--- src/rtl/mc_control_fsm_if.sv ---
`default_nettype none
// ============================================================================
// Module      : mc_control_fsm_if
// Description : Sequencer <-> datapath bundle: IR fields, flags and controls.
// Revision    : 1.0
// ============================================================================
interface mc_control_fsm_if;
  logic [5:0] opcode;
  logic [5:0] funct;
  logic       zero;
  logic       memReady;
  logic       pcWrite;
  logic       pcWriteCond;
  logic       isbeq;
  logic       iorD;
  logic       memRead;
  logic       memWrite;
  logic       irWrite;
  logic       regDst;
  logic [1:0] memtoReg;
  logic       regWrite;
  logic       aluSrcA;
  logic [1:0] aluSrcB;
  logic [3:0] aluOp;
  logic [1:0] pcSource;
  logic       illegal;
  logic [3:0] state;

  modport master (
    input  opcode, funct, zero, memReady,
    output pcWrite, pcWriteCond, isbeq, iorD, memRead, memWrite, irWrite,
           regDst, memtoReg, regWrite, aluSrcA, aluSrcB, aluOp, pcSource,
           illegal, state
  );

  modport slave (
    output opcode, funct, zero, memReady,
    input  pcWrite, pcWriteCond, isbeq, iorD, memRead, memWrite, irWrite,
           regDst, memtoReg, regWrite, aluSrcA, aluSrcB, aluOp, pcSource,
           illegal, state
  );
endinterface
`default_nettype wire

--- src/rtl/mc_control_fsm.sv ---
`default_nettype none
// ============================================================================
// Module      : mc_control_fsm
// Description : Multicycle MIPS control sequencer with memory-ready stalls.
// Revision    : 1.0
// ============================================================================
module mc_control_fsm (
  input  wire logic          clk,
  input  wire logic          rst,
  mc_control_fsm_if.master   bus
);
  localparam logic [3:0] S_IDLE   = 4'd0;
  localparam logic [3:0] S_FETCH  = 4'd1;
  localparam logic [3:0] S_DECODE = 4'd2;
  localparam logic [3:0] S_MEMADR = 4'd3;
  localparam logic [3:0] S_MEMRD  = 4'd4;
  localparam logic [3:0] S_MEMWB  = 4'd5;
  localparam logic [3:0] S_MEMWR  = 4'd6;
  localparam logic [3:0] S_RTEX   = 4'd7;
  localparam logic [3:0] S_RTWB   = 4'd8;
  localparam logic [3:0] S_BRANCH = 4'd9;
  localparam logic [3:0] S_JUMP   = 4'd10;
  localparam logic [3:0] S_IMMEX  = 4'd11;
  localparam logic [3:0] S_IMMWB  = 4'd12;

  localparam logic [5:0] OP_RTYPE = 6'b000000;
  localparam logic [5:0] OP_LW    = 6'b100011;
  localparam logic [5:0] OP_SW    = 6'b101011;
  localparam logic [5:0] OP_BEQ   = 6'b000100;
  localparam logic [5:0] OP_BNE   = 6'b000101;
  localparam logic [5:0] OP_J     = 6'b000010;
  localparam logic [5:0] OP_ADDI  = 6'b001000;
  localparam logic [5:0] OP_SLTI  = 6'b001010;

  localparam logic [5:0] FN_ADD = 6'b100000;
  localparam logic [5:0] FN_SUB = 6'b100010;
  localparam logic [5:0] FN_AND = 6'b100100;
  localparam logic [5:0] FN_OR  = 6'b100101;
  localparam logic [5:0] FN_NOR = 6'b100111;
  localparam logic [5:0] FN_SLT = 6'b101010;

  localparam logic [3:0] ALU_AND = 4'b0000;
  localparam logic [3:0] ALU_OR  = 4'b0001;
  localparam logic [3:0] ALU_ADD = 4'b0010;
  localparam logic [3:0] ALU_SUB = 4'b0110;
  localparam logic [3:0] ALU_SLT = 4'b0111;
  localparam logic [3:0] ALU_NOR = 4'b1100;

  logic [3:0] state_q;
  logic [3:0] state_d;
  logic [3:0] rt_alu;
  logic       rt_ok;
  logic       op_ok;
  logic       legal;
  logic       is_slt;
  logic       is_slti;
  wire        unused_zero = bus.zero;

  always_comb begin
    rt_alu = ALU_ADD;
    rt_ok  = 1'b1;
    case (bus.funct)
      FN_ADD:  rt_alu = ALU_ADD;
      FN_SUB:  rt_alu = ALU_SUB;
      FN_AND:  rt_alu = ALU_AND;
      FN_OR:   rt_alu = ALU_OR;
      FN_NOR:  rt_alu = ALU_NOR;
      FN_SLT:  rt_alu = ALU_SLT;
      default: rt_ok  = 1'b0;
    endcase
  end

  always_comb begin
    case (bus.opcode)
      OP_RTYPE, OP_LW, OP_SW, OP_BEQ, OP_BNE, OP_J, OP_ADDI, OP_SLTI: op_ok = 1'b1;
      default: op_ok = 1'b0;
    endcase
  end

  assign legal   = op_ok && ((bus.opcode != OP_RTYPE) || rt_ok);
  assign is_slt  = (bus.funct == FN_SLT);
  assign is_slti = (bus.opcode == OP_SLTI);

  always_ff @(posedge clk or posedge rst) begin
    if (rst) state_q <= S_IDLE;
    else     state_q <= state_d;
  end

  always_comb begin
    state_d = S_IDLE;
    case (state_q)
      S_IDLE:   state_d = S_FETCH;
      S_FETCH:  state_d = bus.memReady ? S_DECODE : S_FETCH;
      S_DECODE: begin
        if (!legal) state_d = S_FETCH;
        else begin
          case (bus.opcode)
            OP_LW, OP_SW:     state_d = S_MEMADR;
            OP_RTYPE:         state_d = S_RTEX;
            OP_BEQ, OP_BNE:   state_d = S_BRANCH;
            OP_J:             state_d = S_JUMP;
            default:          state_d = S_IMMEX;
          endcase
        end
      end
      S_MEMADR: state_d = (bus.opcode == OP_SW) ? S_MEMWR : S_MEMRD;
      S_MEMRD:  state_d = bus.memReady ? S_MEMWB : S_MEMRD;
      S_MEMWB:  state_d = S_FETCH;
      S_MEMWR:  state_d = bus.memReady ? S_FETCH : S_MEMWR;
      S_RTEX:   state_d = S_RTWB;
      S_RTWB:   state_d = S_FETCH;
      S_BRANCH: state_d = S_FETCH;
      S_JUMP:   state_d = S_FETCH;
      S_IMMEX:  state_d = S_IMMWB;
      S_IMMWB:  state_d = S_FETCH;
      default:  state_d = S_IDLE;
    endcase
  end

  // Write-back states reuse the execute-state ALU selects so the lt flag stays valid.
  always_comb begin
    bus.pcWrite     = 1'b0;
    bus.pcWriteCond = 1'b0;
    bus.isbeq       = 1'b0;
    bus.iorD        = 1'b0;
    bus.memRead     = 1'b0;
    bus.memWrite    = 1'b0;
    bus.irWrite     = 1'b0;
    bus.regDst      = 1'b0;
    bus.memtoReg    = 2'b00;
    bus.regWrite    = 1'b0;
    bus.aluSrcA     = 1'b0;
    bus.aluSrcB     = 2'b00;
    bus.aluOp       = ALU_AND;
    bus.pcSource    = 2'b00;
    bus.illegal     = 1'b0;
    bus.state       = state_q;
    case (state_q)
      S_FETCH: begin
        bus.memRead = 1'b1;
        bus.aluSrcB = 2'b01;
        bus.aluOp   = ALU_ADD;
        bus.irWrite = bus.memReady;
        bus.pcWrite = bus.memReady;
      end
      S_DECODE: begin
        bus.aluSrcB = 2'b10;
        bus.aluOp   = ALU_ADD;
        bus.illegal = !legal;
      end
      S_MEMADR: begin
        bus.aluSrcA = 1'b1;
        bus.aluSrcB = 2'b10;
        bus.aluOp   = ALU_ADD;
      end
      S_MEMRD: begin
        bus.memRead = 1'b1;
        bus.iorD    = 1'b1;
      end
      S_MEMWB: begin
        bus.regWrite = 1'b1;
        bus.memtoReg = 2'b10;
      end
      S_MEMWR: begin
        bus.memWrite = 1'b1;
        bus.iorD     = 1'b1;
      end
      S_RTEX, S_RTWB: begin
        bus.aluSrcA = 1'b1;
        bus.aluOp   = rt_alu;
        if (state_q == S_RTWB) begin
          bus.regWrite = 1'b1;
          bus.regDst   = 1'b1;
          bus.memtoReg = {1'b0, is_slt};
        end
      end
      S_BRANCH: begin
        bus.aluSrcA     = 1'b1;
        bus.aluOp       = ALU_SUB;
        bus.pcWriteCond = 1'b1;
        bus.pcSource    = 2'b01;
        bus.isbeq       = (bus.opcode == OP_BEQ);
      end
      S_JUMP: begin
        bus.pcWrite  = 1'b1;
        bus.pcSource = 2'b10;
      end
      S_IMMEX, S_IMMWB: begin
        bus.aluSrcA = 1'b1;
        bus.aluSrcB = 2'b10;
        bus.aluOp   = is_slti ? ALU_SLT : ALU_ADD;
        if (state_q == S_IMMWB) begin
          bus.regWrite = 1'b1;
          bus.memtoReg = {1'b0, is_slti};
        end
      end
      default: ;
    endcase
  end
endmodule
`default_nettype wire

--- src/flat_wrapper.sv ---
// flat-port wrapper written by rule: the top's interface ports become plain ports
module mc_control_fsm_flat 
  (clk, rst, bus_opcode, bus_funct, bus_zero, bus_memReady, bus_pcWrite, bus_pcWriteCond, bus_isbeq, bus_iorD, bus_memRead, bus_memWrite, bus_irWrite, bus_regDst, bus_memtoReg, bus_regWrite, bus_aluSrcA, bus_aluSrcB, bus_aluOp, bus_pcSource, bus_illegal, bus_state);
  mc_control_fsm_if bus_i ();
  input  wire logic clk;
  input  wire logic rst;
  input wire logic [$bits(bus_i.opcode)-1:0] bus_opcode;
  input wire logic [$bits(bus_i.funct)-1:0] bus_funct;
  input wire logic [$bits(bus_i.zero)-1:0] bus_zero;
  input wire logic [$bits(bus_i.memReady)-1:0] bus_memReady;
  output wire logic [$bits(bus_i.pcWrite)-1:0] bus_pcWrite;
  output wire logic [$bits(bus_i.pcWriteCond)-1:0] bus_pcWriteCond;
  output wire logic [$bits(bus_i.isbeq)-1:0] bus_isbeq;
  output wire logic [$bits(bus_i.iorD)-1:0] bus_iorD;
  output wire logic [$bits(bus_i.memRead)-1:0] bus_memRead;
  output wire logic [$bits(bus_i.memWrite)-1:0] bus_memWrite;
  output wire logic [$bits(bus_i.irWrite)-1:0] bus_irWrite;
  output wire logic [$bits(bus_i.regDst)-1:0] bus_regDst;
  output wire logic [$bits(bus_i.memtoReg)-1:0] bus_memtoReg;
  output wire logic [$bits(bus_i.regWrite)-1:0] bus_regWrite;
  output wire logic [$bits(bus_i.aluSrcA)-1:0] bus_aluSrcA;
  output wire logic [$bits(bus_i.aluSrcB)-1:0] bus_aluSrcB;
  output wire logic [$bits(bus_i.aluOp)-1:0] bus_aluOp;
  output wire logic [$bits(bus_i.pcSource)-1:0] bus_pcSource;
  output wire logic [$bits(bus_i.illegal)-1:0] bus_illegal;
  output wire logic [$bits(bus_i.state)-1:0] bus_state;
  assign bus_i.opcode = bus_opcode;
  assign bus_i.funct = bus_funct;
  assign bus_i.zero = bus_zero;
  assign bus_i.memReady = bus_memReady;
  assign bus_pcWrite = bus_i.pcWrite;
  assign bus_pcWriteCond = bus_i.pcWriteCond;
  assign bus_isbeq = bus_i.isbeq;
  assign bus_iorD = bus_i.iorD;
  assign bus_memRead = bus_i.memRead;
  assign bus_memWrite = bus_i.memWrite;
  assign bus_irWrite = bus_i.irWrite;
  assign bus_regDst = bus_i.regDst;
  assign bus_memtoReg = bus_i.memtoReg;
  assign bus_regWrite = bus_i.regWrite;
  assign bus_aluSrcA = bus_i.aluSrcA;
  assign bus_aluSrcB = bus_i.aluSrcB;
  assign bus_aluOp = bus_i.aluOp;
  assign bus_pcSource = bus_i.pcSource;
  assign bus_illegal = bus_i.illegal;
  assign bus_state = bus_i.state;
  mc_control_fsm u_core (.clk(clk), .rst(rst), .bus(bus_i));
endmodule
--- config.mk ---
export PLATFORM = sky130hd
export DESIGN_NAME = mc_control_fsm_flat
export DESIGN_NICKNAME = d
export VERILOG_FILES = /design/src/rtl/mc_control_fsm_if.sv /design/src/rtl/mc_control_fsm.sv /design/src/flat_wrapper.sv
export SDC_FILE = /design/constraint.sdc
export NUM_CORES = 1
export LEC_CHECK = 0
export ABC_CLOCK_PERIOD_IN_PS = 1800
export BUFFER_PORTS_ARGS = -buffer_cell sky130_fd_sc_hd__buf_2
export CORE_MARGIN = 4
export CORE_UTILIZATION = 43
export CTS_CLUSTER_DIAMETER = 150
export DETAILED_ROUTE_END_ITERATION = 16
export PLACE_DENSITY_LB_ADDON = 0.25
export SLEW_MARGIN = 20
export SYNTH_ARGS = -nofsm -noshare
export SYNTH_HDL_FRONTEND = slang
export SYNTH_SLANG_ARGS = --single-unit
--- constraint.sdc ---
create_clock -name clk -period 1.8 [get_ports clk]
set_clock_uncertainty 0.05 [all_clocks]
set_input_delay 0.09 -clock clk [delete_from_list [all_inputs] [get_ports clk]]
set_output_delay 0.09 -clock clk [all_outputs]
set_load 0.1 [all_outputs]
==> results of run 1 <==
cell usage after synthesis, types with 2 or more instances:
cell type,number
a21oi_1,6
a31oi_1,2
and3_1,2
clkbuf_1,6
dfrtp_1,4
inv_1,4
nand2_1,8
nand2b_1,7
nand3_1,4
nand3b_1,3
nor2_1,16
nor2b_1,6
nor3_1,6
o211ai_1,3
o21a_1,2
o21ai_0,5
o21ai_1,2
o221ai_1,2
or3_1,2
cells by family after synthesis:
kind of cell    Yosys count  synth area share [%]
simple gates             64                  51.3
compound gates           29                  26.2
buf+inv                  11                  6.17
flops                     4                  13.7
xor+xnor                  1                  1.20
mux                       1                  1.37
per-stage QoR:
step / cell area (um^2) / std cells / utilization, % / setup slack, ps
floorplan: 952 / 110 / - / -1010
global placement: 1480 / 166 / 94.9 / 143
detailed placement: 1480 / 166 / 94.9 / -16.1
==> impl_results.md, run 1 <==
* Status: stopped before the end
* Exit stage: 4_1_cts
* First error: [ERROR DPL-0038] Utilization greater than 100%, impossible to legalize
* # clock sinks at 4
* CTS buffer count at 3
* Async S/R FF share, synth at 100%
* Top-area cell type share of the netlist area at 13.7%
* Die height at 49.2 um
* Post-CTS Setup Bufs at 7
* Seq cells post-synth at 4
* Initial Utilization at 46.8%
* Synth Flop Type: dfrtp_1
* Die W at 49.2 um
* Synth Cell Area at 729 um^2
* Root buf cell: clkbuf_4
* Seq/Total Area, Yosys at 13.7%
* Yosys cell types at 39
* Post-synth EDFFs at 0
* Io pins at 41
* HPWL Detailed at 2.83 mm
* Longest Clk Path Bufs at 2
* Synth area leaders: dfrtp_1, nor2_1, nand2b_1
* Cell row count at 14
* IO Port Bufs at 39
* Average cell area after synthesis at 6.63 um^2
* Post-synth net total at 126
* H-tree levels at 1
* Synth Warn # at 0
* PostCTS Resize Cnt at 9
* Cell taking the most area after synthesis: dfrtp_1
* CTS Hold Buffers Added at 1
* Routability cong. at 0.848
* Cells after Synth at 110
==> run 2: changes to the inputs <==
- CORE_AREA: unset -> 4 4 65 67
- CORE_MARGIN: 4 -> unset
- CORE_UTILIZATION: 43 -> unset
- CTS_CLUSTER_DIAMETER: 150 -> unset
- DIE_AREA: unset -> 0 0 69 71
- PLACE_DENSITY_LB_ADDON: 0.25 -> 0.15
==> run 2 against run 1 <==
The run now ends clean. Synthesized area unchanged. Synthesized cell count unchanged.
==> impl_results.md, run 2 <==
* Status: finished clean
* Met1 global-route usage at 14.6%
* Clk_lat worst skew at 220 ps
* Core area at 0.00363 mm^2
* CP arrival at 1590 ps
* CTS buffer count at 3
* H-tree levels at 1
* Worst slack, placed at 130 ps
* # clock sinks at 4
* CP max-delay cell: dfrtp_4
* Largest family of logic cells by synthesized area: simple AND/OR/NAND/NOR gates
* Gr usage total at 11.3%
* Slew @ Worst Pin at 487 ps
* CTS tree: yes
* Nets at 182
* Vias after detailed routing at 1059
* Per-cell routed wire length at 13.7 um
* Async S/R FF share, synth at 100%
* Top-area cell type share of the netlist area at 13.7%
* Cells after Synth at 110
* DRT iter0 DRCs at 37
* Post-synth EDFFs at 0
* Grt total ovfl at 0
* Critical path endpoint: bus_aluOp[0]
* Io pins at 41
* Reg-to-reg startpoint: u_core.bus.state[2]
* Clk slew on worst S/H paths at 30 ps
* Setup ws final at 68.7 ps
* Cell row count at 22
* Seq cells post-synth at 4
* Final setup viols at 0
* Die W at 69 um
* HPWL Detailed at 2.30 mm
* R2R depth at 4
* Worst VDD drop at 0.923 mV
* Commonest non-fill, non-tap cells in the layout: buf_12, buf_2, buf_4, nor2_1
* Fin. max-slew vios at 0
* Yosys cell types at 39
* GRT met2 Usage at 19.6%
* Seq/Total Area, Yosys at 13.7%
* Routability cong. at 0.855
* Startpoint types: flip-flop
* Met3 Track Usage GR at 1.28%
* CP Cell Sequence: nand2b_4 > nor2_1 > a21oi_2 > o22ai_4 > buf_12
* Final core occ at 46.2%
* Multi-input gate area at 777 um^2
* Leak Pwr at 0.628 nW
* Critical Path End Type: output port
* Mux contribution to synthesized area at 1.37%
* Register area at 113 um^2
* Xor/xnor share of the synthesized area at 1.20%
* Area grow syn2layout at 130%
* Critical Path RT at 1660 ps
* Final Hold Slack at 98.2 ps
* Most frequent cell after synthesis: nor2_1
* Final WL at 2.90 mm
* Top Usage Layer GRT: met2
* Synth area leaders: dfrtp_1, nor2_1, nand2b_1
* Post-placement cell area at 0.00154 mm^2
* Max_slew headroom at 67.8%
* Initial antenna violation count at 0
* Die Area at 0.00490 mm^2
* Final Critical Period at 1730 ps
* Top post-synthesis cells by count: nor2_1, nand2_1, nand2b_1
* Die height at 71 um
* Fin crit share at 96.2%
* Kind of critical path: flip-flop to output port
* Global-route wire length before repair at 4.70 mm
* Final ANT Viol Nets at 0
* Slowest stage delay, CP at 530 ps
* Pin count of the biggest net entering global routing at 21
* Root buf cell: clkbuf_8
* Compound-cell area share of the yosys netlist at 26.2%
* Finished Layout Cells at 212
* Class of the worst hold path: input port to flip-flop
* Post-synth net total at 126
* Post-Synth Simple-Gate Area at 51.3%
* Fmax at 0.578 GHz
* FILL cells at 369
* Ant diodes at 0
* Vias in the first global route at 992
* Initial Utilization at 20.1%
* Largest register FFs at 4
* Cell taking the most area after synthesis: dfrtp_1
* Sum Neg Setup Slack at 0 ps
* Commonest non-fill, non-tap cell in the layout: buf_12
* Post-route cell area at 0.00168 mm^2
* Post-Synth Adder-Cell Area at 0%
* IO Port Bufs at 39
* Max-cap violations at 0
* Placed cell count at 201
* Total Power Consumption at 3.17 mW
* Synth Flop Type: dfrtp_1
* Longest Clk Path Bufs at 2
* Worst reg-to-reg setup slack at 150 ps
* Worst reg2reg path endpoint: u_core.bus.state[2]
* Drt pass-1 iters at 4
* Vias per cell at 5.00
* Synth Warn # at 0
* Fraction of layout cells with a size suffix above 1 at 57.3%
* Average cell area after synthesis at 6.63 um^2
* First element of the critical path: u_core.bus.state[2]
* RSZ-0062 raised after global routing: false
* Crit Path Max Fanout at 10
* Fin. Hold Viols at 0
* Power per cell area at 1890 mW/mm^2
* # DRC at 0
* Synth Cell Area at 729 um^2
[run 2: layer usage]
layer,wire length (um),vias up
met5,0,-
met4,23,0
met3,194,2
met2,1410,50
met1,1270,495
li1,-,512
[run 2: kinds of logic (layout without fill, tap and decap cells)]
group           after synthesis  in the layout
flops                         4              4
compound gates               29             29
buf+inv                      11             65
xor+xnor                      1              1
simple gates                 64             64
mux                           1              1
[run 2: how the worst min path moves through the flow]
stage	from	to	slack (ps)	cells past startpoint
2_1_floorplan	rst	u_core.bus.state[1]	-190	1
3_5_place_dp	rst	u_core.bus.state[3]	-70	2
5_1_grt	bus_opcode[1]	u_core.bus.state[0]	100	2
6_report	bus_opcode[1]	u_core.bus.state[0]	100	2
3_3_place_gp	rst	u_core.bus.state[1]	-90	2
4_1_cts	bus_opcode[1]	u_core.bus.state[0]	100	2
[run 2: repair_timing]
action,in CTS,in global routing
resized for setup,4,4
endpoints found under the hold margin,4,0
pin swaps,0,1
hold buffers,1,0
setup endpoints to repair,4,6
buffers inserted,1,6
[run 2: where the power goes]
| group | switching [mW] | leakage (nW) | internal (mW) |
|---|---|---|---|
| registers | 0.0802 | 0.0452 | 0.138 |
| clock network | 0.0553 | 0.0216 | 0.143 |
| logic | 1.80 | 0.561 | 0.947 |
[run 2: layout make-up]
| type | instances | area share (%) |
|---|---|---|
| inverters | 4 | 1.12 |
| repair buffers | 58 | 39.8 |
| well taps | 48 | 3.58 |
| clock buffers | 3 | 2.46 |
| flip-flops and latches | 4 | 6.71 |
| multi-input cells | 95 | 46.3 |
[run 2: critical path: cells and delay by family (launching register included)]
kind / cells / cell delay, ps
flip-flops: 1 / 530
buffers and inverters: 1 / 190
AO/OA/AOI/OAI: 2 / 260
AND/OR/NAND/NOR: 2 / 370
Power figures use the tool's default switching activity.
